File: config.mk
export PLATFORM = sky130hd
export DESIGN_NAME = cmos_rgb565_capture_flat
export DESIGN_NICKNAME = d
export VERILOG_FILES = /design/src/rtl/cmos_rgb565_capture_if.sv /design/src/rtl/cmos_rgb565_capture.sv /design/src/flat_wrapper.sv
export SDC_FILE = /design/constraint.sdc
export NUM_CORES = 1
export LEC_CHECK = 0
export CAP_MARGIN = 20
export CORE_MARGIN = 4
export CORE_UTILIZATION = 45
export CTS_BUF_LIST = sky130_fd_sc_hd__clkbuf_16
export DETAILED_ROUTE_END_ITERATION = 12
export PLACE_DENSITY = 0.7
export SLEW_MARGIN = 10
export SYNTH_ARGS = -nofsm -noshare
export SYNTH_HDL_FRONTEND = slang
export SYNTH_SLANG_ARGS = --single-unit
File: constraint.sdc
create_clock -name clk -period 2.1 [get_ports clk]
set_input_delay 0.42 -clock clk [delete_from_list [all_inputs] [get_ports clk]]
set_output_delay 0.42 -clock clk [all_outputs]
set_load 0.02 [all_outputs]
File: src/rtl/cmos_rgb565_capture_if.sv
// Write port from the DVP capture stage into the SDRAM write FIFO.
// The capture stage drives this port through the master modport and the FIFO side uses the slave modport.
interface cmos_rgb565_capture_if;
  logic        sys_we;
  logic [15:0] sys_data_in;

  modport master (output sys_we, output sys_data_in);
  modport slave  (input  sys_we, input  sys_data_in);
endinterface

File: src/rtl/cmos_rgb565_capture.sv
// OV7670 DVP capture: packs byte pairs into RGB565 words for the SDRAM write FIFO, in the PCLK domain.
// Optional line/frame geometry checking is built only when CAPTURE_GEOM_CHECK_EN is defined.
//
//  state     | meaning
//  WAIT_INIT | SDRAM not ready; nothing is captured
//  SKIP      | discarding the first FRAME_SKIP frames
//  ACTIVE    | frames are captured and frame_valid is high
module cmos_rgb565_capture #(
  parameter int FRAME_SKIP = 10,
  parameter int H_PIXELS   = 640,
  parameter int V_LINES    = 480
) (
  input  logic                         clk,
  input  logic                         rst,
  input  logic                         sdram_init_done,
  input  logic                         cmos_vsync,
  input  logic                         cmos_href,
  input  logic [7:0]                   cmos_data,
  cmos_rgb565_capture_if.master        fifo_wr,
  output logic                         frame_valid,
  output logic                         frame_start,
  output logic                         line_err,
  output logic                         geom_err
);

  localparam int SKIP_W = (FRAME_SKIP < 2) ? 1 : $clog2(FRAME_SKIP + 1);

  if (H_PIXELS < 1 || H_PIXELS > 1023 || V_LINES < 1 || V_LINES > 511) begin : g_bad_geom
    $error("cmos_rgb565_capture: H_PIXELS/V_LINES exceed geometry counter range");
  end

  typedef enum logic [1:0] {
    WAIT_INIT = 2'd0,
    SKIP      = 2'd1,
    ACTIVE    = 2'd2
  } state_t;

  state_t            state;
  logic [SKIP_W-1:0] skip_cnt;

  logic       init_meta;
  logic       init_sync;
  logic       v_r;
  logic       v_rr;
  logic       h_r;
  logic       h_rr;
  logic [7:0] d_r;

  logic        phase;
  logic [7:0]  hi_byte;
  logic        pix_we;
  logic [15:0] pix_data;

  logic fb;
  logic h_fall;
  logic line_end;
  logic pack_en;
  logic pack_word;

  always_ff @(posedge clk) begin
    if (rst) begin
      init_meta <= 1'b0;
      init_sync <= 1'b0;
      v_r       <= 1'b0;
      v_rr      <= 1'b0;
      h_r       <= 1'b0;
      h_rr      <= 1'b0;
      d_r       <= 8'h00;
    end else begin
      init_meta <= sdram_init_done;
      init_sync <= init_meta;
      v_r       <= cmos_vsync;
      v_rr      <= v_r;
      h_r       <= cmos_href;
      h_rr      <= h_r;
      d_r       <= cmos_data;
    end
  end

  assign fb        = v_r & ~v_rr;
  assign h_fall    = h_rr & ~h_r;
  // A frame boundary arriving while HREF is still high closes the line.
  assign line_end  = h_fall | (fb & h_r);
  assign pack_en   = (state == ACTIVE) && init_sync;
  assign pack_word = pack_en && !line_end && h_r && !v_r && phase;

  always_ff @(posedge clk) begin
    if (rst) begin
      state       <= WAIT_INIT;
      skip_cnt    <= '0;
      frame_valid <= 1'b0;
      frame_start <= 1'b0;
    end else begin
      frame_start <= 1'b0;
      if (!init_sync) begin
        state       <= WAIT_INIT;
        skip_cnt    <= '0;
        frame_valid <= 1'b0;
      end else begin
        case (state)
          WAIT_INIT: begin
            state    <= SKIP;
            skip_cnt <= '0;
          end
          SKIP: begin
            if (fb) begin
              if (skip_cnt == SKIP_W'(FRAME_SKIP)) begin
                state       <= ACTIVE;
                frame_valid <= 1'b1;
                frame_start <= 1'b1;
              end else begin
                skip_cnt <= skip_cnt + SKIP_W'(1);
              end
            end
          end
          ACTIVE: begin
            if (fb) frame_start <= 1'b1;
          end
          default: begin
            state       <= WAIT_INIT;
            frame_valid <= 1'b0;
          end
        endcase
      end
    end
  end

  always_ff @(posedge clk) begin
    if (rst) begin
      phase    <= 1'b0;
      hi_byte  <= 8'h00;
      pix_we   <= 1'b0;
      pix_data <= 16'h0000;
      line_err <= 1'b0;
    end else begin
      pix_we <= 1'b0;
      if (!pack_en) begin
        phase <= 1'b0;
      end else if (line_end) begin
        if (phase) line_err <= 1'b1;
        phase <= 1'b0;
      end else if (h_r && !v_r) begin
        if (!phase) begin
          hi_byte <= d_r;
          phase   <= 1'b1;
        end else begin
          pix_data <= {hi_byte, d_r};
          pix_we   <= 1'b1;
          phase    <= 1'b0;
        end
      end
    end
  end

  // Output stage is gated again so a word formed as init_done drops never reaches the FIFO.
  always_ff @(posedge clk) begin
    if (rst) begin
      fifo_wr.sys_we      <= 1'b0;
      fifo_wr.sys_data_in <= 16'h0000;
    end else begin
      fifo_wr.sys_we <= pix_we & pack_en;
      if (pix_we && pack_en) fifo_wr.sys_data_in <= pix_data;
    end
  end

`ifdef CAPTURE_GEOM_CHECK_EN
  logic [9:0] pix_cnt;
  logic [8:0] line_cnt;

  always_ff @(posedge clk) begin
    if (rst) begin
      pix_cnt  <= '0;
      line_cnt <= '0;
      geom_err <= 1'b0;
    end else if (fb) begin
      // The entry boundary is seen while still in SKIP, so it is never checked.
      if (pack_en && line_cnt != 9'(V_LINES)) geom_err <= 1'b1;
      pix_cnt  <= '0;
      line_cnt <= '0;
    end else if (pack_en) begin
      if (h_fall) begin
        if (pix_cnt != 10'(H_PIXELS)) geom_err <= 1'b1;
        pix_cnt <= '0;
        if (line_cnt != '1) line_cnt <= line_cnt + 9'd1;
      end else if (pack_word && pix_cnt != '1) begin
        pix_cnt <= pix_cnt + 10'd1;
      end
    end
  end
`else
  assign geom_err = 1'b0;
`endif

endmodule

File: src/flat_wrapper.sv
// flat-port wrapper written by rule: the top's interface ports become plain ports
module cmos_rgb565_capture_flat 
#(
  parameter int FRAME_SKIP = 10,
  parameter int H_PIXELS   = 640,
  parameter int V_LINES    = 480
)
  (clk, rst, sdram_init_done, cmos_vsync, cmos_href, cmos_data, frame_valid, frame_start, line_err, geom_err, fifo_wr_sys_we, fifo_wr_sys_data_in);
  cmos_rgb565_capture_if fifo_wr_i ();
  input  logic clk;
  input  logic rst;
  input  logic sdram_init_done;
  input  logic cmos_vsync;
  input  logic cmos_href;
  input  logic [7:0] cmos_data;
  output logic frame_valid;
  output logic frame_start;
  output logic line_err;
  output logic geom_err;
  output wire logic [$bits(fifo_wr_i.sys_we)-1:0] fifo_wr_sys_we;
  output wire logic [$bits(fifo_wr_i.sys_data_in)-1:0] fifo_wr_sys_data_in;
  assign fifo_wr_sys_we = fifo_wr_i.sys_we;
  assign fifo_wr_sys_data_in = fifo_wr_i.sys_data_in;
  cmos_rgb565_capture #(.FRAME_SKIP(FRAME_SKIP), .H_PIXELS(H_PIXELS), .V_LINES(V_LINES)) u_core (.clk(clk), .rst(rst), .sdram_init_done(sdram_init_done), .cmos_vsync(cmos_vsync), .cmos_href(cmos_href), .cmos_data(cmos_data), .fifo_wr(fifo_wr_i), .frame_valid(frame_valid), .frame_start(frame_start), .line_err(line_err), .geom_err(geom_err));
endmodule
==> results of run 1 <==
==> layer usage <==
| metal | wire [µm] | global-route usage [%] | vias to the layer above |
|---|---|---|---|
| li1 | - | - | 1065 |
| met1 | 2520 | 20.3 | 907 |
| met2 | 2120 | 22.7 | 42 |
| met3 | 271 | 5.25 | 9 |
| met4 | 75 | 8.02 | 0 |
| met5 | 0 | 0 | - |
==> flip-flops by register name (all words and copies together), names as in the netlist, 2 cells and up <==
register / count
u_core.skip_cnt: 4
u_core.pix_data: 16
u_core.hi_byte: 8
u_core.state: 2
u_core.fifo_wr.sys_data_in: 16
u_core.d_r: 8
==> Yosys cell counts <==
master | number | area [µm²]
nand3_1 | 30 | 150
clkbuf_1 | 12 | 45.0
a21oi_1 | 44 | 220
nor3b_2 | 1 | 12.5
a221oi_1 | 1 | 8.76
or3b_1 | 1 | 8.76
and3b_1 | 3 | 26.3
o221ai_1 | 1 | 8.76
nor2b_1 | 17 | 106
a2bb2oi_1 | 1 | 8.76
clkbuf_2 | 2 | 10.0
nor3_1 | 1 | 5.00
nand3b_1 | 2 | 15.0
ha_1 | 5 | 62.6
nor2_1 | 4 | 15.0
nand2b_2 | 1 | 8.76
conb_1 | 1 | 3.75
o211ai_1 | 2 | 15.0
buf_2 | 6 | 30.0
nand2b_1 | 1 | 6.26
nand4_1 | 3 | 18.8
nand2_1 | 38 | 143
a31oi_1 | 5 | 31.3
inv_1 | 7 | 26.3
o21ai_0 | 25 | 125
nor3b_1 | 2 | 15.0
or4b_1 | 1 | 10.0
buf_1 | 1 | 3.75
nand4b_1 | 1 | 8.76
and2_1 | 1 | 6.26
mux2i_1 | 1 | 10.0
buf_4 | 1 | 7.51
a211oi_1 | 2 | 15.0
dfxtp_1 | 66 | 1320
and3_1 | 2 | 12.5
==> stage by stage <==
stage / cells / utilization (%)
after floorplan: 292 / -
after global placement: 376 / 54.5
after detailed placement: 376 / 54.5
after CTS: 392 / 60.3
after global routing: 392 / 60.3
final: 392 / 60.3
==> power breakdown <==
| group | internal, W | switching, W | total [W] |
|---|---|---|---|
| Combinational | 0.0000353 | 0.0000366 | 0.0000719 |
| Sequential | 0.00127 | 0.0000116 | 0.00128 |
| Clock | 0.00102 | 0.000520 | 0.00154 |
==> cell type report <==
class	instances	area, µm²
multi-input combinational	197	1080
fill	494	2090
clock inverter	7	83.8
timing repair buffer	36	358
clock buffer	9	225
sequential	66	1320
tap	70	87.6
inverter	7	26.3
==> cell families (layout without fill, tap and decap cells) <==
kind of cell	count (synthesis)	count (layout)	share of synthesized area, %
buffers and inverters	29	59	4.86
adders and majority gates	5	5	2.48
and+or+nand+nor	109	109	22.5
AOI/OAI and AO/OA	81	81	17.2
other	1	1	0.149
DFF	66	66	52.4
muxes	1	1	0.397
==> how the worst max path moves through the flow <==
stage | endpoint | slack [ps] | depth (start not counted)
finish | fifo_wr_sys_data_in[4] | 390 | 1
global route | fifo_wr_sys_data_in[4] | 370 | 1
CTS | fifo_wr_sys_data_in[4] | 390 | 1
detailed placement | u_core.skip_cnt[3]$_SDFFE_PP0P_ | 530 | 4
global placement | u_core.skip_cnt[3]$_SDFFE_PP0P_ | 580 | 4
floorplan | u_core.fifo_wr.sys_data_in[6]$_SDFFE_PP0P_ | 710 | 7
==> metrics.md, run 1 <==
| Metric | Value |
|---|---|
| Run status | finished clean |
| DPL Wire Length | 3380 µm |
| Post-synth net total | 310 |
| Clk Latency, worst-skew pair | 330 ps |
| Reg2reg setup slack | 510 ps |
| Initial antenna violation count | 0 |
| Worst-margin pin slew | 589 ps |
| Max Cap Viol | 0 |
| Site row count | 26 |
| Drt wl/cell | 12.7 µm |
| Register area share after synthesis | 52.4% |
| Pleak | 1.06 nW |
| Post-route DRC violation count | 0 |
| Most common cell after layout, fill and taps aside | dfxtp_1 |
| Crit path time final | 1710 ps |
| CTS root buffer | clkbuf_16 |
| CP Cell Sequence | clkdlybuf4s50_1 |
| Setup Crit Path Kind | flop to primary output |
| Hold Crit Depth | 1 |
| Power per cell area | 910 nW/µm² |
| CP startpoint kind | flop |
| Top Ports | 34 |
| Total gr overflow | 0 |
| RePlAce Congestion | 0.811 |
| Number of global-route vias before repair | 1,957 |
| Layout net count | 335 |
| Synthesized area per cell | 8.63 µm² |
| Most frequent cells in the layout | 66 x dfxtp_1, 44 x a21oi_1, 38 x nand2_1 |
| CTS tree | built |
| Hold_buf cts | 0 |
| Final Slew Violations | 0 |
| CP Max Fanout | 2 |
| Synth cell types | 35 |
| Core ar. | 5270 µm² |
| Hold Slack | 444 ps |
| Post-route cell area | 3180 µm² |
| Vias/cell | 5.16 |
| Layout cell share with drive strength beyond 1 | 6.21% |
| R2R Path End | u_core.skip_cnt[3]$_SDFFE_PP0P_ |
| Die width | 82.9 µm |
| Crit-path slowest cell | clkdlybuf4s50_1 |
| Critical hold path startpoint | u_core.init_meta$_SDFF_PP0_ |
| Layout area overhead | 26.1% |
| Die height | 82.9 µm |
| Sink Count | 66 |
| Worst path required time | 1680 ps |
| Unrepaired setup endpoints after global routing | no |
| Setup Fix Bufs, Post-CTS | 0 |
| VDD IR-drop max | 589 µV |
| Port buffer count | 32 |
| Final ANT Viol Nets | 0 |
| Final setup violation count | 0 |
| Critical Path Start | u_core.fifo_wr.sys_data_in[4]$_SDFFE_PP0P_ |
| Setup tns final | 0 ps |
| Slew HR | 60.6% |
| Buf/Inv on CP | 1 |
| Initial Utilization | 47.8% |
| Crit path DAT | 1290 ps |
| Synth warnings | 0 |
| 1st-iter DRT viols | 126 |
| Worst r2r path cells | 4 |
| Final WL | 4990 µm |
| Clock transition at path regs | 50 ps |
| Pre-CTS WS | 532 ps |
| Yosys reg bits | 66 |
| Largest net degree at the start of global routing | 31 |
| Final Worst Setup Slack | 392 ps |
| Cell Area, Placed | 2870 µm² |
| First-pass GRT wire length | 8760 µm |
| Synth Cell Area | 2520 µm² |
| Htree depth | 3 |
| Hold WC Path Type | flop to flop |
| Hold Crit Endpoint | u_core.init_sync$_SDFF_PP0_ |
| First drt pass iteration count | 4 |
| Pwr Total | 0.00289 W |
| Delay-heaviest family, CP | buffers and inverters |
| Final worst-path cycle share | 81.3% |
| Endpoint type of the worst setup path | primary output |
| Crit path largest cell delay | 610 ps |
| Hold Vio Cnt, Final | 0 |
| CTS Buf Count | 9 |
| N_diodes | 0 |
| CTS resizes | 0 |
| Clock Skew | 3.54 ps |
| Tot GR Track Use | 15.6% |
| Clk buf depth | 2 |
| Cells after Synth | 292 |
| Die area | 6860 µm² |
| Via count | 2,023 |
| Critical R2R Launch | u_core.state[1]$_SDFFE_PP0P_ |
| Fmax | 0.586 GHz |
Note: power is estimated with default switching activity, not from simulation.
==> run 2: changes to the inputs <==
- PLACE_DENSITY: 0.7 -> 0.73
- clock period: 2.1 -> 1.4 ns (I/O delays scaled with it)
==> metrics.md, run 2 (synthesized netlist as in run 1, its figures left out) <==
| Metric | Value |
|---|---|
| RePlAce Congestion | 0.811 |
| Clock transition at path regs | 50 ps |
| DPL Wire Length | 3400 µm |
| Clock Skew | 4.11 ps |
| Endpoint type of the worst setup path | flop |
| Hold Slack | 339 ps |
| Fmax | 0.736 GHz |
| P_sw | 0.000873 W |
| Clk buf depth | 2 |
| Die width | 82.9 µm |
| Tot GR Track Use | 15.7% |
| CP Max Fanout | 3 |
| Crit path largest cell delay | 470 ps |
| Run status | finished clean |
| Crit path DAT | 1610 ps |
| Clock power frac | 53.5% |
| VDD IR-drop max | 690 µV |
| First-pass GRT wire length | 8860 µm |
| Pleak | 1.22 nW |
| Final core utilization | 62.7% |
| Clk Latency, worst-skew pair | 330 ps |
| Sink Count | 66 |
| Initial antenna violation count | 0 |
| Post-route DRC violation count | 0 |
| Top Ports | 34 |
| Post-route cell area | 3300 µm² |
| CTS root buffer | clkbuf_16 |
| Cell Area, Placed | 2970 µm² |
| Setup Crit Path Kind | flop to flop |
| Final WL | 5190 µm |
| Number of global-route vias before repair | 1,907 |
| Drt wl/cell | 13.0 µm |
| Switching Fraction | 19.9% |
| Layout area overhead | 31.1% |
| Power per cell area | 1330 nW/µm² |
| Port buffer count | 32 |
| CTS Buf Count | 9 |
| CTS tree | built |
| Setup tns final | 0 ps |
| Filler cells | 466 |
| 1st-iter DRT viols | 189 |
| Die area | 6860 µm² |
| Final worst-path cycle share | 97.1% |
| Layout net count | 343 |
| Max Cap Viol | 0 |
| Total gr overflow | 0 |
| Crit-path slowest cell | or4b_1 |
| Largest registers | u_core.fifo_wr.sys_data_in: 16 flops, u_core.pix_data: 16 flops |
| Layout cell share with drive strength beyond 1 | 12.4% |
| Final Slew Violations | 0 |
| Vias/cell | 5.31 |
| Initial Utilization | 47.8% |
| Htree depth | 3 |
| CP Cell Sequence | inv_1, ha_1, or4b_1, a31oi_1 |
| CP startpoint kind | flop |
| Most frequent cells in the layout | 64 x dfxtp_1, 44 x a21oi_1, 38 x nand2_1 |
| Most common cell after layout, fill and taps aside | dfxtp_1 |
| Via count | 2,125 |
| Internal Power | 0.00352 W |
| Crit path time final | 1360 ps |
| Worst path required time | 1650 ps |
| Largest net degree at the start of global routing | 44 |
| Site row count | 26 |
| Unrepaired setup endpoints after global routing | yes |
| Hold Vio Cnt, Final | 0 |
| Seq pwr share | 43.7% |
| Comb pwr share | 2.8% |
| Core ar. | 5270 µm² |
| First drt pass iteration count | 4 |
| Final ANT Viol Nets | 0 |
| N_diodes | 0 |
| Final setup violation count | 0 |
| Die height | 82.9 µm |
| Hold WC Path Type | input pin to flop |
==> run 2: changes by cell type in the layout (fill, tap and decap cells not counted), moves of 3 or more <==
cell / change
clkdlybuf4s50_1: -20
dlygate4sd2_1: +20
buf_4: +4
buf_12: +3
==> run 2: worst max-delay path, delay by kind of cell, from the launching register on <==
family                   cells  cell delay, ps
AND/OR/NAND/NOR              1             470
flip-flops                   1             310
buffers and inverters        1              90
adder cells (fa/ha/maj)      1             240
AO/OA/AOI/OAI                1             180
==> run 2: final timing paths <==
kind,endpoint,cells after the start,slack (ps),startpoint
worst max register to register,u_core.skip_cnt[3]$_SDFFE_PP0P_,4,40,u_core.state[1]$_SDFFE_PP0P_
worst min-delay path,u_core.init_meta$_SDFF_PP0_,2,340,rst
worst max-delay path,u_core.skip_cnt[3]$_SDFFE_PP0P_,4,40,u_core.state[1]$_SDFFE_PP0P_
worst min register to register,u_core.init_sync$_SDFF_PP0_,1,450,u_core.init_meta$_SDFF_PP0_
==> run 2: layout make-up <==
class	count	area (µm²)	share of cell area, %
flip-flops and latches	66	1320	40.1
multi-input cells	197	1110	33.7
repair buffers	44	434	13.1
clock buffers	9	225	6.82
clock inverters	7	93.8	2.84
well taps	70	87.6	2.65
inverters	7	26.3	0.795
==> run 2: repair_timing <==
action | 4_1_cts | 5_1_grt
setup buffers | 0 | 0
endpoints found under the setup margin | 36 | 42
gates resized for setup | 21 | 16
hold buffers | 0 | 0
==> run 2: power groups by stage <==
stage / Clock (W) / Sequential [W] / Combinational [W]
after global placement: 0 / 0.00196 / 0.000119
after detailed placement: 0 / 0.00196 / 0.000121
after global routing: 0.00247 / 0.00192 / 0.000135
after floorplan: 0 / 0.00195 / 0.0000668
final: 0.00235 / 0.00192 / 0.000124
after CTS: 0.00239 / 0.00192 / 0.000122
==> run 2: routing by layer <==
metal / vias to the layer above / wire (µm) / global-route usage, %
li1: 1075 / - / -
met1: 969 / 2530 / 21.5
met2: 69 / 2260 / 22.4
met3: 12 / 275 / 3.56
met4: 0 / 119 / 8.92
met5: - / 0 / 0
==> run 2: metrics by stage <==
stage / power (W) / std cells / setup WS [ps]
6_report: 0.00439 / 400 / 40.4
4_1_cts: 0.00443 / 400 / 10.1
3_5_place_dp: 0.00208 / 384 / -45.3
3_3_place_gp: 0.00208 / 384 / -2.79
5_1_grt: 0.00452 / 400 / -19.7
2_1_floorplan: 0.00202 / 292 / 12.5
